### config.mk
export PLATFORM = sky130hd
export DESIGN_NAME = div_16x8_seq
export DESIGN_NICKNAME = d
export VERILOG_FILES = /design/src/rtl/div_16x8_seq.sv
export SDC_FILE = /design/constraint.sdc
export NUM_CORES = 1
export LEC_CHECK = 0
export CORE_UTILIZATION = 45
export CTS_CLUSTER_SIZE = 12
export DETAILED_ROUTE_END_ITERATION = 16
export HOLD_SLACK_MARGIN = 0.03
export MAX_ROUTING_LAYER = met4
export PLACE_DENSITY = 0.73
export SLEW_MARGIN = 20
export SYNTH_ARGS = -nofsm -noshare
export SYNTH_HDL_FRONTEND = slang
export SYNTH_SLANG_ARGS = --single-unit
export TNS_END_PERCENT = 30
### constraint.sdc
create_clock -name clk -period 2.1 [get_ports clk]
set_input_delay 0.315 -clock clk [delete_from_list [all_inputs] [get_ports clk]]
set_output_delay 0.315 -clock clk [all_outputs]
set_load 0.03 [all_outputs]
### src/rtl/div_16x8_seq.sv
// Sequential 16/8 unsigned restoring divider: one quotient bit per cycle,
// valid/ready handshake on both sides, divide-by-zero and overflow flags.
module div_16x8_seq (
    input  logic        clk,
    input  logic        rst,
    input  logic        in_valid,
    output logic        in_ready,
    input  logic [15:0] R,
    input  logic [7:0]  B,
    output logic        out_valid,
    input  logic        out_ready,
    output logic [7:0]  Q,
    output logic [7:0]  REM,
    output logic        dz,
    output logic        ovf
);

    typedef enum logic [1:0] {IDLE, CALC, DONE} state_t;

    state_t      state_q;
    logic [7:0]  p_q;      // partial remainder; p < B keeps it within 8 bits
    logic [7:0]  s_q;
    logic [7:0]  b_q;
    logic [2:0]  cnt_q;
    logic [7:0]  q_q;
    logic [7:0]  rem_q;
    logic        dz_q;
    logic        ovf_q;

    logic [8:0]  t;
    logic        qbit;
    logic [7:0]  p_d;
    logic [7:0]  s_d;

    // One restoring step: shift in the next dividend bit, subtract if it fits.
    // NOTE: every signal in this block is assigned on every path, so no latch is inferred.
    always_comb begin
        t    = {p_q, s_q[7]};
        qbit = (t >= {1'b0, b_q});
        p_d  = qbit ? 8'(t - {1'b0, b_q}) : t[7:0];
        s_d  = {s_q[6:0], qbit};
    end

    // NOTE: non-blocking assignments so every register samples pre-edge values.
    always_ff @(posedge clk) begin
        if (rst) begin
            state_q <= IDLE;
            p_q     <= '0;
            s_q     <= '0;
            b_q     <= '0;
            cnt_q   <= '0;
            q_q     <= '0;
            rem_q   <= '0;
            dz_q    <= 1'b0;
            ovf_q   <= 1'b0;
        end else begin
            case (state_q)
                IDLE: begin
                    if (in_valid) begin
                        b_q <= B;
                        p_q <= R[15:8];
                        s_q <= R[7:0];
                        if (B == 8'd0) begin
                            q_q     <= 8'hFF;
                            rem_q   <= R[7:0];
                            dz_q    <= 1'b1;
                            ovf_q   <= 1'b0;
                            state_q <= DONE;
                        end else if (R[15:8] >= B) begin
                            q_q     <= 8'hFF;
                            rem_q   <= 8'h00;
                            dz_q    <= 1'b0;
                            ovf_q   <= 1'b1;
                            state_q <= DONE;
                        end else begin
                            cnt_q   <= '0;
                            dz_q    <= 1'b0;
                            ovf_q   <= 1'b0;
                            state_q <= CALC;
                        end
                    end
                end
                CALC: begin
                    p_q <= p_d;
                    s_q <= s_d;
                    if (cnt_q == 3'd7) begin
                        q_q     <= s_d;
                        rem_q   <= p_d;
                        state_q <= DONE;
                    end else begin
                        cnt_q <= cnt_q + 3'd1;
                    end
                end
                DONE: begin
                    if (out_ready) begin
                        state_q <= IDLE;
                    end
                end
                default: state_q <= IDLE;
            endcase
        end
    end

    assign in_ready  = (state_q == IDLE);
    assign out_valid = (state_q == DONE);
    assign Q         = q_q;
    assign REM       = rem_q;
    assign dz        = dz_q;
    assign ovf       = ovf_q;

endmodule

# Yosys cells after proc, flatten, opt, wreduce, memory -nomap -nowiden

Cells that the tools add are included.

Bits in registers: 47
Latch bits: 0
Bits in writable memories: 0
ROM bits: 0
Bits of input ports: 28
Output and inout port bits: 20
Word-level logic and storage cells: 60
Memories: 0

Add/subtract/negate cells: 2
Multiply operators: 0
Div/mod/pow operators: 0
$lt $le $gt $ge: 2
Eq/ne operators: 10
Shift-type cells: 0
Mux-type cells: 29
Bitwise gates (word level): 0
Reduce and logical (&&, ||, !) cells: 8

Operators with widths:

| kind                  | number |
|---|---|
| $mux W8               | 11 |
| $pmux W8 S2           | 4 |
| $mux W3               | 4 |
| $mux W2               | 5 |
| $ne A2 B2 Y1 const B  | 5 |
| $ge A9 B8 Y1          | 1 |
| $ge A8 B8 Y1          | 1 |
| $logic_not A8 Y1      | 1 |
| $sub A8 B8 Y8         | 1 |
| $pmux W2 S3           | 1 |
| $pmux W3 S2           | 1 |
| $reduce_and A5 Y1     | 1 |
| $reduce_and A2 Y1     | 2 |
| $reduce_and A4 Y1     | 1 |
| $add A3 B1 Y3 const B | 1 |
| $eq A3 B3 Y1 const B  | 1 |
| $mux W1               | 3 |
| $ne A3 B1 Y1 const B  | 1 |
| $reduce_and A3 Y1     | 1 |
| $eq A2 B1 Y1 const B  | 1 |
| $eq A2 B2 Y1 const B  | 1 |
| $logic_not A2 Y1      | 1 |
| $ne A2 B1 Y1 const B  | 1 |
| $reduce_bool A2 Y1    | 1 |

# Longest topological paths before layout

Gate-level depths: netlist of run 1.

Word-level depth: 5
Mapped depth: 9
Mapped depth without buffers: 9

# Worst setup path after synthesis of run 1

OpenSTA, ideal clock, no wires.

Kind: input -> register
Start: input port R[8]
End: register rem_q[0] (netlist: REM[0])
Setup time: 0.140 ns
Arrival time: 1.985 ns
Required time: 1.960 ns
Setup slack: -0.025 ns
Stages on the path: 9
Path buffers: 1
Path through: inv_1 -> ha_1 -> nand2b_1 -> a21o_1 -> a2111oi_4 -> o2111ai_1 -> buf_2 -> a21oi_1 -> a311oi_1

Word-level cells in the longest chain between the ends: 3

Ends and longest elaborated chain:

| element                     | RTL line | text |
|---|---|---|
| start: declaration          | 8        | `input logic [15:0] R,` |
| $ge A8 B8 Y1                | 69       | `end else if (R[15:8] >= B) begin` |
| $ne A3 B1 Y1 (no line)      | --       |  |
| $reduce_and A4 Y1 (no line) | --       |  |
| end signal: assignment      | 65       | `rem_q <= R[7:0];` |
| end signal: assignment      | 88       | `rem_q <= p_d;` |
| end: declaration            | 26       | `logic [7:0] rem_q;` |

No other way between the ends.
A chain may end at the register's enable or synchronous reset.

# Final worst setup path of run 1

Start: register b_q[2]
End: register rem_q[4] (netlist: REM[4])

Word-level cells in the longest chain between the ends: 4
Elaborated cells on any way between the ends: 5
Those cells by class: add/sub (1); order compare (1); mux (3)

Ends and longest elaborated chain:

| element                                       | RTL line | text |
|---|---|---|
| start: declaration                            | 23       | `logic [7:0] b_q;` |
| start signal: assignment                      | 50       | `b_q <= '0;` |
| start signal: assignment                      | 60       | `b_q <= B;` |
| $sub A8 B8 Y8 or $ge A9 B8 Y1 (tied branches) | 40, 39   |  |
| $mux W8 (*)                                   | 40       | `p_d = qbit ? 8'(t - {1'b0, b_q}) : t[7:0];` |
| $mux W8 (*)                                   | 86       | `if (cnt_q == 3'd7) begin` |
| $pmux W8 S2 (*)                               | 57       | `case (state_q)` |

Every way passes the cells marked *; elsewhere a longest branch is shown, timed or not. The select of a mux whose other input is x is not followed.

==> results of run 1 <==
[flip-flops by register name, indices dropped and copies added (netlist names)]
register	cells
ovf	1
state_q	2
Q	8
dz	1
REM	8
s_q	8
b_q	8
p_q	8
cnt_q	3
[logic make-up after synthesis]
logic type               count (synthesis)  synth area share, %
AND/OR/NAND/NOR                        131                22.31
AO/OA/AOI/OAI                           99                26.32
flip-flops                              47                35.47
buffers and inverters                   35                5.141
adder cells (fa/ha/maj)                 19                9.245
multiplexers                             3                1.179
XOR/XNOR                                 1               0.3302
[cells in the mapped netlist, drive strengths merged (2+ instances only)]
| master | count | area [um2] |
|---|---|---|
| nor2 | 29 | 108.9 |
| o2111a | 2 | 22.52 |
| nor2b | 5 | 31.28 |
| a311oi | 8 | 70.07 |
| or2 | 2 | 12.51 |
| a221oi | 2 | 23.77 |
| a22o | 3 | 26.28 |
| mux2i | 2 | 20.02 |
| o21ai | 9 | 45.04 |
| o21a | 6 | 45.04 |
| dfxtp | 47 | 940.9 |
| a21oi | 39 | 198.9 |
| ha | 18 | 225.2 |
| buf | 4 | 20.02 |
| a211oi | 11 | 82.58 |
| nand2b | 6 | 37.54 |
| nor3 | 4 | 20.02 |
| nand3 | 6 | 30.03 |
| nor4 | 9 | 56.30 |
| inv | 18 | 67.56 |
| nand2 | 60 | 225.2 |
| o211ai | 4 | 30.03 |
| and2 | 3 | 18.77 |
| a21o | 4 | 30.03 |
| clkbuf | 13 | 48.80 |
[power breakdown]
| part | internal (uW) | leakage, uW | switching, uW |
|---|---|---|---|
| registers | 987 | 0.000389 | 69.0 |
| logic | 743 | 0.00121 | 787 |
| clock network | 361 | 0.0000587 | 342 |
| total | 2090 | 0.00166 | 1200 |
[how the worst min path moves through the flow]
stage	to	slack [ns]	cells after the start
finish	b_q[0]	0.40	4
global route	b_q[0]	0.41	4
CTS	b_q[3]	0.46	2
detailed placement	b_q[3]	0.45	2
global placement	b_q[6]	0.44	2
floorplan	b_q[2]	0.44	2
[placed cells by master, fill, tap and decap left out, types with 6 or more instances in the layout]
cell             netlist  final
a21oi_1               38     30
ha_4                   0      6
dlygate4sd2_1          0      9
a211oi_1              11      7
a21oi_2                1      8
nand2_1               60     59
dfxtp_1               47     41
nor4_1                 9      8
buf_4                  0     58
clkdlybuf4s50_1        0     35
o21a_1                 6      6
inv_1                 18     14
nor2_1                29     29
ha_1                  18     10
[routing by layer]
metal / part of all wire [%] / vias up / global-route usage, %
li1: - / 1402 / -
met1: 45 / 1399 / 35.17
met2: 48 / 118 / 46.00
met3: 5.0 / 18 / 4.368
met4: 2.1 / 0 / 5.741
met5: 0 / - / -
[metrics by stage]
step	power, uW	setup slack [ns]	utilization [%]	TNS [ns]
after floorplan	1800	-0.0002929	-	-0.0002929
after global placement	2280	-0.6045	63.90	-11.86
after detailed placement	2303	-0.6727	63.90	-12.43
after CTS	3113	-0.007396	69.21	-0.008329
after global routing	3460	-0.08448	71.89	-0.2832
final	3289	0.005774	71.89	0
[timing repair]
item | CTS | global route
pin swaps | 19 | 15
gates cloned | 1 | 0
hold buffers | 0 | 0
gates resized for setup | 41 | 37
endpoints found under the setup margin | 23 | 21
buffers inserted | 2 | 5
[cell type report]
cell class | instances | share of cell area [%]
flip-flops and latches | 47 | 23.59
clock buffers | 5 | 1.707
clock inverters | 3 | 1.179
multi-input cells | 253 | 45.38
repair buffers | 111 | 24.24
inverters | 18 | 1.676
well taps | 72 | 2.235
[worst max-delay path: stages, from the launching register on]
cell and delay (ns):
dfxtp_2 0.33, inv_1 0.04, ha_2 0.34, nand3_1 0.12, or2_4 0.27, o221ai_4 0.22, mux2i_1 0.16, o2bb2a_2 0.30
a211oi_2 0.22
==> impl_metrics.json, run 1 <==
{
  "io_pins": 48,
  "worstReg2RegStart": "b_q[2]",
  "synth_cells": 335,
  "synth_cell_types": 49,
  "cap_violations": 0,
  "synth.ff_latch_count": 47,
  "dp_hpwl_mm": 5.721,
  "design.die.area_um2": 6206,
  "multi_input_area_um2": 1829,
  "drc": 0,
  "syn-num-nets": 382,
  "htreeDepth": 2,
  "synth_edf_count": 0,
  "detail-route-antenna-nets": 0,
  "antennaDiodeCount": 0,
  "max_freq_mhz": 477.5,
  "grt_max_degree": 20,
  "mappedNetlistArea_um2": 2653,
  "gr-total-overflow": 0,
  "start_kind": "register",
  "synthArstFlopShare_pct": 0,
  "rsz0062_at_grt": "true",
  "critPathMaxFanout": 4,
  "fin_crit_sh_pct": 99.73,
  "whs_ns": 0.3995,
  "cp.required_ns": 2.34,
  "clk_latency_ns": 0.31,
  "slew_viol_final": 0,
  "peakVddDrop_mv": 0.4900,
  "reg2reg_slack_ns": 0.006,
  "die_h_um": 78.78,
  "hold_start": "B[0]",
  "cp-end-kind": "register",
  "n_fill_cell": 469,
  "hp-class": "in2reg",
  "grt.total_usage_pct": 27.53,
  "start_util_pct": 47.30,
  "placedCellCount": 493,
  "r2r_cells": 8,
  "first_pass_iters": 5,
  "final_hold_viol_count": 0,
  "power_density_nw_per_um2": 815.7,
  "ys.flop_type": "dfxtp_1",
  "row_count": 27,
  "layout.cells.non_filler": 509,
  "root_buffer": "clkbuf_8",
  "placed_area_um2": 3583,
  "setup_violations": 0,
  "register_area_um2": 950.9,
  "coreArea_um2": 5608,
  "status": "complete, no violations",
  "p_leak_uw": 0.001661,
  "worst_r2r_endpoint": "REM[4]",
  "crit_path_start": "b_q[2]",
  "die_w_um": 78.78,
  "crit_end": "REM[4]",
  "drt_iter0_drc": 257,
  "post-route-min-period_ns": 2.094,
  "ys_warn_count": 0,
  "cts.clk_slew.worst_paths_ns": 0.10,
  "tightest_slew_ns": 0.3996,
  "clock_sinks": 47,
  "area_delta_synth_final_pct": 51.98,
  "totalWireLength_mm": 8.277,
  "first_global_vias": 2669,
  "fin_worst_skew_ns": 0.004867,
  "num-nets-final": 483,
  "ys_seq_area_share_pct": 35.47,
  "cts_tree": "built",
  "grt_pass1_wl_mm": 12.90,
  "antenna_found_initial": 0,
  "cp.arrival_ns": 2.33,
  "vias": 2937,
  "syn_avg_cell_area_um2": 7.918,
  "cts-buffers-inserted": 5,
  "fin_area_um2": 4031,
  "slew_headroom_pct": 73.24,
  "port_buffers": 47,
  "critPathKind": "reg2reg",
  "vias_per_cell": 5.770,
  "clockBufferDepth": 2,
  "layout-drive-gt1-share_pct": 29.98,
  "globalplace.congestion": 0.8961,
  "wl_per_cell_um": 16.26
}
(Power assumes the default switching activity.)
==> run 2, diff against run 1 <==
SLEW_MARGIN = unset   (was 20)
==> results of run 2 <==
Same layout as run 1: the final DEF is identical, and so are final timing and power.
==> run 3, diff against run 2 <==
HOLD_SLACK_MARGIN = 0.05   (was 0.03)
==> results of run 3 <==
Same layout as run 1: the final DEF is identical, and so are final timing and power.
